===== src/rtl/p5_core_if.sv =====
// p5_core_if: instruction-memory fetch channel of the p5 core.
//   im_req   core -> mem  fetch request, high only while the core is fetching
//   im_addr  core -> mem  word address of the fetch (the core PC)
//   im_ready mem -> core  im_data is valid this cycle
//   im_data  mem -> core  instruction word
// master = core side, slave = memory side.
interface p5_core_if #(
  parameter int DataSize = 32,
  parameter int MemSize  = 10
) ();
  logic                im_req;
  logic [MemSize-1:0]  im_addr;
  logic                im_ready;
  logic [DataSize-1:0] im_data;

  modport master (
    output im_req,
    output im_addr,
    input  im_ready,
    input  im_data
  );

  modport slave (
    input  im_req,
    input  im_addr,
    output im_ready,
    output im_data
  );
endinterface


===== src/rtl/p5_core.sv =====
// p5_core: parametrised multi-cycle core. Sequencer FSM, fetch handshake,
// register file, ALU, sticky status flags, retired counter, debug read port.
//   i_clk        clock, all state changes on its rising edge
//   i_rst        asynchronous active-high reset
//   i_run        level, allows issue of the next instruction
//   im           fetch channel (master side)
//   i_dbg_raddr  debug register index
//   o_dbg_rdata  combinational read of register[i_dbg_raddr]
//   o_halted     core sits in HALT
//   o_illegal    sticky, an undecodable instruction was seen
//   o_overflow   sticky, signed overflow on ADD/SUB/ADDI
//   o_retired    completed-instruction count, saturating
//
// state  | meaning
// IDLE   | waiting for i_run
// FETCH  | im_req high, IR loads on the edge im_ready is sampled high
// DECODE | IR decoded, operands read from the register file
// EXEC   | ALU result and overflow flag latched
// WB     | register write, PC+1, retired+1
// HALT   | stopped after HALT or an illegal instruction, left only by reset
module p5_core #(
  parameter int DataSize = 32,
  parameter int AddrSize = 5,
  parameter int MemSize  = 10
) (
  input  logic                i_clk,
  input  logic                i_rst,
  input  logic                i_run,
  p5_core_if.master           im,
  input  logic [AddrSize-1:0] i_dbg_raddr,
  output logic [DataSize-1:0] o_dbg_rdata,
  output logic                o_halted,
  output logic                o_illegal,
  output logic                o_overflow,
  output logic [15:0]         o_retired
);

  localparam logic [2:0] S_IDLE   = 3'd0;
  localparam logic [2:0] S_FETCH  = 3'd1;
  localparam logic [2:0] S_DECODE = 3'd2;
  localparam logic [2:0] S_EXEC   = 3'd3;
  localparam logic [2:0] S_WB     = 3'd4;
  localparam logic [2:0] S_HALT   = 3'd5;

  localparam logic [5:0] OP_ALU  = 6'b100000;
  localparam logic [5:0] OP_ADDI = 6'b101000;
  localparam logic [5:0] OP_ORI  = 6'b101100;
  localparam logic [5:0] OP_XORI = 6'b101011;
  localparam logic [5:0] OP_MOVI = 6'b100010;
  localparam logic [5:0] OP_HALT = 6'b110010;

  localparam logic [4:0] SUB_ADD   = 5'b00000;
  localparam logic [4:0] SUB_SUB   = 5'b00001;
  localparam logic [4:0] SUB_AND   = 5'b00010;
  localparam logic [4:0] SUB_XOR   = 5'b00011;
  localparam logic [4:0] SUB_OR    = 5'b00100;
  localparam logic [4:0] SUB_SLLI  = 5'b01000;
  localparam logic [4:0] SUB_SRLI  = 5'b01001;
  localparam logic [4:0] SUB_ROTRI = 5'b01011;

  localparam int NumRegs = 1 << AddrSize;
  localparam int Msb     = DataSize - 1;

  logic [2:0]          r_state;
  logic [MemSize-1:0]  r_pc;
  logic [DataSize-1:0] r_ir;
  logic [DataSize-1:0] r_regs [NumRegs];
  logic [DataSize-1:0] r_opa;
  logic [DataSize-1:0] r_opb;
  logic [DataSize-1:0] r_result;
  logic                r_illegal;
  logic                r_overflow;
  logic [15:0]         r_retired;

  logic [5:0]          w_opcode;
  logic [4:0]          w_sub;
  logic [4:0]          w_imm5;
  logic [AddrSize-1:0] w_rt;
  logic [AddrSize-1:0] w_ra;
  logic [AddrSize-1:0] w_rb;
  logic [DataSize-1:0] w_simm15;
  logic [DataSize-1:0] w_zimm15;
  logic [DataSize-1:0] w_simm20;
  logic [31:0]         w_rot_l;
  logic                w_legal;
  logic                w_is_halt;
  logic [DataSize-1:0] w_result;
  logic                w_ovf;
  logic [15:0]         w_retired_inc;
  logic                w_unused_ir;

  assign w_opcode = r_ir[30:25];
  assign w_sub    = r_ir[4:0];
  assign w_imm5   = r_ir[14:10];
  // 5-bit register fields: the size cast zero-pads or truncates to AddrSize
  assign w_rt     = AddrSize'(r_ir[24:20]);
  assign w_ra     = AddrSize'(r_ir[19:15]);
  assign w_rb     = AddrSize'(r_ir[14:10]);
  assign w_simm15 = {{(DataSize-15){r_ir[14]}}, r_ir[14:0]};
  assign w_zimm15 = {{(DataSize-15){1'b0}}, r_ir[14:0]};
  assign w_simm20 = {{(DataSize-20){r_ir[19]}}, r_ir[19:0]};
  // imm5 < 32 <= DataSize, so the amount is already reduced mod DataSize;
  // a zero rotate shifts left by DataSize, which yields 0 and leaves ra intact
  assign w_rot_l  = 32'(DataSize) - {27'd0, w_imm5};
  assign w_unused_ir = ^r_ir[9:5];

  assign w_retired_inc = (r_retired == 16'hFFFF) ? r_retired : r_retired + 16'd1;

  always_comb begin
    w_legal   = 1'b0;
    w_is_halt = 1'b0;
    if (!r_ir[31]) begin
      case (w_opcode)
        OP_ALU: begin
          case (w_sub)
            SUB_ADD, SUB_SUB, SUB_AND, SUB_XOR, SUB_OR,
            SUB_SLLI, SUB_SRLI, SUB_ROTRI: w_legal = 1'b1;
            default: w_legal = 1'b0;
          endcase
        end
        OP_ADDI, OP_ORI, OP_XORI, OP_MOVI: w_legal = 1'b1;
        OP_HALT: begin
          w_legal   = 1'b1;
          w_is_halt = 1'b1;
        end
        default: w_legal = 1'b0;
      endcase
    end
  end

  always_comb begin
    w_result = '0;
    w_ovf    = 1'b0;
    case (w_opcode)
      OP_ALU: begin
        case (w_sub)
          SUB_ADD: begin
            w_result = r_opa + r_opb;
            w_ovf    = (r_opa[Msb] == r_opb[Msb]) && (w_result[Msb] != r_opa[Msb]);
          end
          SUB_SUB: begin
            w_result = r_opa - r_opb;
            w_ovf    = (r_opa[Msb] != r_opb[Msb]) && (w_result[Msb] != r_opa[Msb]);
          end
          SUB_AND:   w_result = r_opa & r_opb;
          SUB_XOR:   w_result = r_opa ^ r_opb;
          SUB_OR:    w_result = r_opa | r_opb;
          SUB_SLLI:  w_result = r_opa << w_imm5;
          SUB_SRLI:  w_result = r_opa >> w_imm5;
          SUB_ROTRI: w_result = (r_opa >> w_imm5) | (r_opa << w_rot_l);
          default:   w_result = '0;
        endcase
      end
      OP_ADDI: begin
        w_result = r_opa + w_simm15;
        w_ovf    = (r_opa[Msb] == w_simm15[Msb]) && (w_result[Msb] != r_opa[Msb]);
      end
      OP_ORI:  w_result = r_opa | w_zimm15;
      OP_XORI: w_result = r_opa ^ w_zimm15;
      OP_MOVI: w_result = w_simm20;
      default: w_result = '0;
    endcase
  end

  always_ff @(posedge i_clk or posedge i_rst) begin
    if (i_rst) begin
      r_state    <= S_IDLE;
      r_pc       <= '0;
      r_ir       <= '0;
      r_opa      <= '0;
      r_opb      <= '0;
      r_result   <= '0;
      r_illegal  <= 1'b0;
      r_overflow <= 1'b0;
      r_retired  <= '0;
      for (int i = 0; i < NumRegs; i++) r_regs[i] <= '0;
    end else begin
      case (r_state)
        S_IDLE: begin
          if (i_run) r_state <= S_FETCH;
        end
        S_FETCH: begin
          if (im.im_ready) begin
            r_ir    <= im.im_data;
            r_state <= S_DECODE;
          end
        end
        S_DECODE: begin
          if (!w_legal) begin
            r_illegal <= 1'b1;
            r_state   <= S_HALT;
          end else if (w_is_halt) begin
            r_retired <= w_retired_inc;
            r_state   <= S_HALT;
          end else begin
            r_opa   <= r_regs[w_ra];
            r_opb   <= r_regs[w_rb];
            r_state <= S_EXEC;
          end
        end
        S_EXEC: begin
          r_result   <= w_result;
          r_overflow <= r_overflow | w_ovf;
          r_state    <= S_WB;
        end
        S_WB: begin
          r_regs[w_rt] <= r_result;
          r_pc         <= r_pc + MemSize'(1);
          r_retired    <= w_retired_inc;
          r_state      <= i_run ? S_FETCH : S_IDLE;
        end
        S_HALT:  r_state <= S_HALT;
        default: r_state <= S_IDLE;
      endcase
    end
  end

  assign im.im_req   = (r_state == S_FETCH);
  assign im.im_addr  = r_pc;
  assign o_dbg_rdata = r_regs[i_dbg_raddr];
  assign o_halted    = (r_state == S_HALT);
  assign o_illegal   = r_illegal;
  assign o_overflow  = r_overflow;
  assign o_retired   = r_retired;

endmodule


===== src/flat_wrapper.sv =====
// flat-port wrapper written by rule: the top's interface ports become plain ports
module p5_core_flat 
#(
  parameter int DataSize = 32,
  parameter int AddrSize = 5,
  parameter int MemSize  = 10
)
  (i_clk, i_rst, i_run, i_dbg_raddr, o_dbg_rdata, o_halted, o_illegal, o_overflow, o_retired, im_im_req, im_im_addr, im_im_ready, im_im_data);
  p5_core_if #(.DataSize(DataSize), .MemSize(MemSize)) im_i ();
  input  logic i_clk;
  input  logic i_rst;
  input  logic i_run;
  input  logic [AddrSize-1:0] i_dbg_raddr;
  output logic [DataSize-1:0] o_dbg_rdata;
  output logic o_halted;
  output logic o_illegal;
  output logic o_overflow;
  output logic [15:0] o_retired;
  output wire logic [$bits(im_i.im_req)-1:0] im_im_req;
  output wire logic [$bits(im_i.im_addr)-1:0] im_im_addr;
  input wire logic [$bits(im_i.im_ready)-1:0] im_im_ready;
  input wire logic [$bits(im_i.im_data)-1:0] im_im_data;
  assign im_im_req = im_i.im_req;
  assign im_im_addr = im_i.im_addr;
  assign im_i.im_ready = im_im_ready;
  assign im_i.im_data = im_im_data;
  p5_core #(.DataSize(DataSize), .AddrSize(AddrSize), .MemSize(MemSize)) u_core (.i_clk(i_clk), .i_rst(i_rst), .i_run(i_run), .im(im_i), .i_dbg_raddr(i_dbg_raddr), .o_dbg_rdata(o_dbg_rdata), .o_halted(o_halted), .o_illegal(o_illegal), .o_overflow(o_overflow), .o_retired(o_retired));
endmodule

===== config.mk =====
export PLATFORM = sky130hd
export DESIGN_NAME = p5_core_flat
export DESIGN_NICKNAME = d
export VERILOG_FILES = /design/src/rtl/p5_core_if.sv /design/src/rtl/p5_core.sv /design/src/flat_wrapper.sv
export SDC_FILE = /design/constraint.sdc
export NUM_CORES = 2
export LEC_CHECK = 0
export CAP_MARGIN = 30
export CORE_MARGIN = 4
export CORE_UTILIZATION = 62
export CTS_CLUSTER_SIZE = 24
export DETAILED_ROUTE_END_ITERATION = 7
export DONT_BUFFER_PORTS = 1
export GPL_ROUTABILITY_DRIVEN = 0
export PLACE_DENSITY = 0.84
export SYNTH_ARGS = -nofsm -noshare
export SYNTH_HDL_FRONTEND = slang
export SYNTH_SLANG_ARGS = --single-unit

===== constraint.sdc =====
create_clock -name i_clk -period 69.8 [get_ports i_clk]
set_input_delay 10.47 -clock i_clk [delete_from_list [all_inputs] [get_ports i_clk]]
set_output_delay 10.47 -clock i_clk [all_outputs]
set_load 0.02 [all_outputs]

After elaboration in Yosys (flattened, before gate mapping). Memories as Yosys holds them, arrays and structs flattened. Cells that the tools add are included.

Register bits: 1183. ROM bits: 16. Input port bits: 41. Output and inout port bits: 62. Word-level logic and storage cells: 142. Memories: 1.

Memories: (name not given) (depth 16, bits a word 1, read ports 1, clocked after memory_dff 0, wr ports 0, line p5_core.sv:115) `case (w_sub)`.

$add $sub $neg: 6. Magnitude comparators: 5. Equality and inequality tests: 29. Shift operators: 3. Muxes and demuxes: 31. Bitwise gates (word level): 13. Reductions and logical operators: 13.

Operators by type and width (number): $bwmux W1024 (1); $bmux W32 S5 (3); $pmux W32 S8 (1); $mux W32 (7); $demux W32 S5 (1); $pmux W32 S5 (1); $add A32 B32 Y32 (2); $or A32 B32 Y32 (2); $mux W16 (3); $eq A6 B6 Y1 const B (6); $and A32 B32 Y32 (1); $or A32 B15 Y32 (1); $pmux W16 S2 (1); $shl A32 B32 Y32 (1); $shl A32 B5 Y32 (1); $shr A32 B5 Y32 (1); $sub A32 B32 Y32 (1); $xor A32 B15 Y32 (1); $xor A32 B32 Y32 (1); $ge A6 B6 Y1 const B (4); $not A5 Y6 (4); $pmux W3 S6 (1); $add A16 B1 Y16 const B (1); $eq A16 B16 Y1 const B (1); 26 further kinds (53).

Logic depth before layout (Yosys ltp).
Depth after elaboration: 6. Gate-level depth with buffers: 17. Gate-level depth less buffers: 13.

Least setup slack after synthesis. No wires, ideal clock.

Path kind: input to output. Start: in i_dbg_raddr[0]. End: out o_dbg_rdata[0]. Arrival: 12.741 ns. Required time: 59.330 ns. Setup slack: 46.589 ns. Stages on the path: 6. Path buffers: 3. Path through: clkbuf_1 clkbuf_1 buf_1 mux4_2 mux4_2 mux2_2.

Longest elaborated chain between the ends: 4.

RTL lines: start, declared (line flat_wrapper.sv:13) `input logic [AddrSize-1:0] i_dbg_raddr;`; $not A5 Y6 (implied by the code) (line p5_core.sv:220) `assign o_dbg_rdata = r_regs[i_dbg_raddr];`; $bmux W32 S5 (line p5_core.sv:220); $mux W32 (implied by the code) (2 in series) (line p5_core.sv:220); end, declared (line flat_wrapper.sv:14) `output logic [DataSize-1:0] o_dbg_rdata;`.

No other way between the ends. The select of a mux whose other input is x is not followed.

Worst setup path in the final report.
Start: in i_dbg_raddr[0]. End: out o_dbg_rdata[31].

Same word-level chain as after synthesis.

==> summary.txt <==
status: finished, violations left
failing checks: DRC
total number of vias: 61100
Post-synth top flop: dfrtp_1
measured slew at the worst slew-check pin: 1.17 ns
Final ANT Viol Nets: 0
Ports: 103
Gate Count Post-Synth: 5975
# fillers: 8195
WP buf/inv: 0
RSZ-0062 raised after global routing: false
core area: 129000 um2
worst path arrival time: 12.11 ns
reg2reg setup slack: 64.49 ns
synthesized cell area: 80800 um2
post-layout minimum cycle time: 22.58 ns
Cell variety after synth: 98
Seq cells post-synth: 1183
total grt overflow: 0
Die Wd: 369 um
PortBufs: 0
PwrDens: 16.3 nW/um2
die area: 136000 um2
Initial Utilization: 62.4%
Fmax: 44.3 MHz
Skew-Pair Late Insertion Delay: 0.76 ns
Layout area overhead: 7.59%
setup TNS: 0 ns
Avg Synthesized Cell Area: 13.5 um2
share of flip-flops with an asynchronous set or reset: 100%
row cnt: 132
FF/Latch Area: 29600 um2
Post-CTS Setup Repair Bufs: 0
CP Max Fanout: 256
Final Setup Violations: 0
post_cts resized: 0
clk root buf: clkbuf_16
first-pass GRT wire length: 398 mm
leakage: 0.0371 uW
Post-Route WL: 270 mm
Seq/Total Area, Yosys: 36.6%
drt initial violations: 9983
htree depth: 3
TritonCTS Buffers: 119
Final Hold Fails: 0
dpl hpwl: 155 mm
Rel. slew slack: 21.8%
Clock Pin Slew Worst Setup and Hold Paths: 0.07 ns
critical path cell sequence: mux4_2 > mux4_2 > mux2_2
Vias/cell: 8.17
CTS tree: built
CP max stage cell: mux4_2
number of synthesized flops with an enable pin: 0
yosys warns: 0
DRC Markers: 134
commonest non-fill, non-tap cell in the layout: dfrtp_1
initial antenna violation count: 15
max_cap viols: 0
Clock Skew: 0.0294 ns
drt wl/cell: 36.0 um
Clock Sinks: 1183
vias in the first global route: 60800
footprint of the multi-input gates: 48500 um2
CP delay by family, top: multiplexers
Tcrit/Tclk final: 32.3%
clock buffer depth: 3
CP Data Required Time: 59.33 ns
Pwr Total: 1420 uW
most frequent cells in the layout: 1173 x dfrtp_1, 1083 x mux2_2, 1037 x mux4_2
die height: 369 um
CP startpoint kind: primary input
total track usage: 39.2%
pin count of the biggest net entering global routing: 257
crit end category: primary output
Detailed Routing Iterations Pass 1: 8
syn_nets: 6175
Final #Nets: 5832
Max IR drop VDD: 0.0207 mV
fraction of layout cells with a size suffix above 1: 44.9%
hold buffers post-CTS: 0
crit path kind: primary input to primary output
HP Class: flip-flop to flip-flop
Max Slew Vio Count: 0
Most common cell on crit path: mux4_2
critical path's largest stage delay: 0.55 ns
[synthesized netlist by cell type, types with 18 or more instances]
library cell,instances,area share [%]
nand2_1,304,1.4
o21ai_0,222,1.4
mux2i_1,139,1.7
o21bai_1,21,0.20
a21o_1,28,0.26
inv_1,110,0.51
xor2_1,18,0.20
a31oi_1,28,0.22
o221ai_1,22,0.24
nor2_1,219,1.0
clkbuf_1,401,1.9
mux4_2,1037,29
mux2_2,1083,15
nand4_1,26,0.20
o211ai_1,37,0.34
o31ai_1,18,0.17
a211oi_1,28,0.26
a22oi_1,28,0.26
ha_1,156,2.4
o22ai_1,31,0.24
buf_2,74,0.46
a21oi_1,189,1.2
nand3_1,47,0.29
a221oi_1,33,0.36
dfrtp_1,1183,37
nand2b_1,18,0.14
buf_1,120,0.56
xnor2_1,51,0.55
nor3_1,38,0.24
[kinds of logic after synthesis]
| kind of cell | Yosys count | synth area share, % |
|---|---|---|
| compound gates | 811 | 6.55 |
| xor+xnor | 69 | 0.748 |
| fa+ha+maj | 159 | 2.49 |
| buf+inv | 737 | 3.66 |
| flops | 1183 | 36.6 |
| mux | 2259 | 45.7 |
| simple gates | 757 | 4.23 |
[sequential cells by signal, summed over array words and instances (netlist names)]
register	flops
u_core.im.im_addr	10
u_core.o_illegal	1
u_core.o_overflow	1
u_core.o_retired	16
u_core.r_ir	32
u_core.r_opa	32
u_core.r_opb	32
u_core.r_regs	1024
u_core.r_result	32
u_core.r_state	3
[report_power, final]
group | internal, uW | leakage (uW) | switching (uW)
logic | 8.17 | 0.0186 | 13.4
clock network | 413 | 0.00209 | 301
registers | 685 | 0.0164 | 0
[worst min-delay path: stages (launching register included)]
cell and delay, ns:
dfrtp_1 0.39, nand2_1 0.06, o21ai_0 0.06
[layer usage]
metal  up-vias  part of all wire, %  global-route usage, %
li1      22900                    -                      -
met3      1766                   16                   16.3
met4        12                  8.8                   27.6
met5         -                0.053                 0.0712
met2      5943                   44                   56.7
met1     30500                   31                   47.8
[stage by stage]
| stage | hold slack [ns] | utilization, % | worst slack [ns] | instance area [um2] | instances |
|---|---|---|---|---|---|
| after floorplan | 0.478 | - | 26.01 | 80800 | 5975 |
| after global placement | 0.510 | 63.1 | 47.27 | 81700 | 7214 |
| after detailed placement | 0.535 | 63.5 | 47.24 | 82200 | 7236 |
| after CTS | 0.546 | 66.8 | 47.25 | 86500 | 7459 |
| after global routing | 0.564 | 67.2 | 47.23 | 87000 | 7479 |
| final | 0.542 | 67.2 | 47.22 | 87000 | 7481 |
[final timing paths]
path,to,start,depth (start not counted)
hold / removal,u_core.r_opb[27],u_core.r_opb[27],2
min in group asynchronous,u_core.r_regs[169],i_rst,1
max in group asynchronous,u_core.r_regs[115],i_rst,6
setup / recovery,o_dbg_rdata[31],i_dbg_raddr[0],3
setup reg to reg,u_core.r_opb[20],u_core.r_ir[11],7
hold reg to reg,u_core.r_opb[27],u_core.r_opb[27],2
[layout make-up]
| type | count | share of cell area (%) |
|---|---|---|
| Timing Repair Buffer | 153 | 2.14 |
| Multi-Input combinational cell | 4055 | 55.8 |
| Antenna cell | 5 | 0.0144 |
| Inverter | 120 | 0.535 |
| Tap cell | 1742 | 2.51 |
| Clock buffer | 155 | 3.85 |
| Clock inverter | 68 | 1.12 |
| Sequential cell | 1183 | 34.1 |
(Power assumes the default switching activity.)
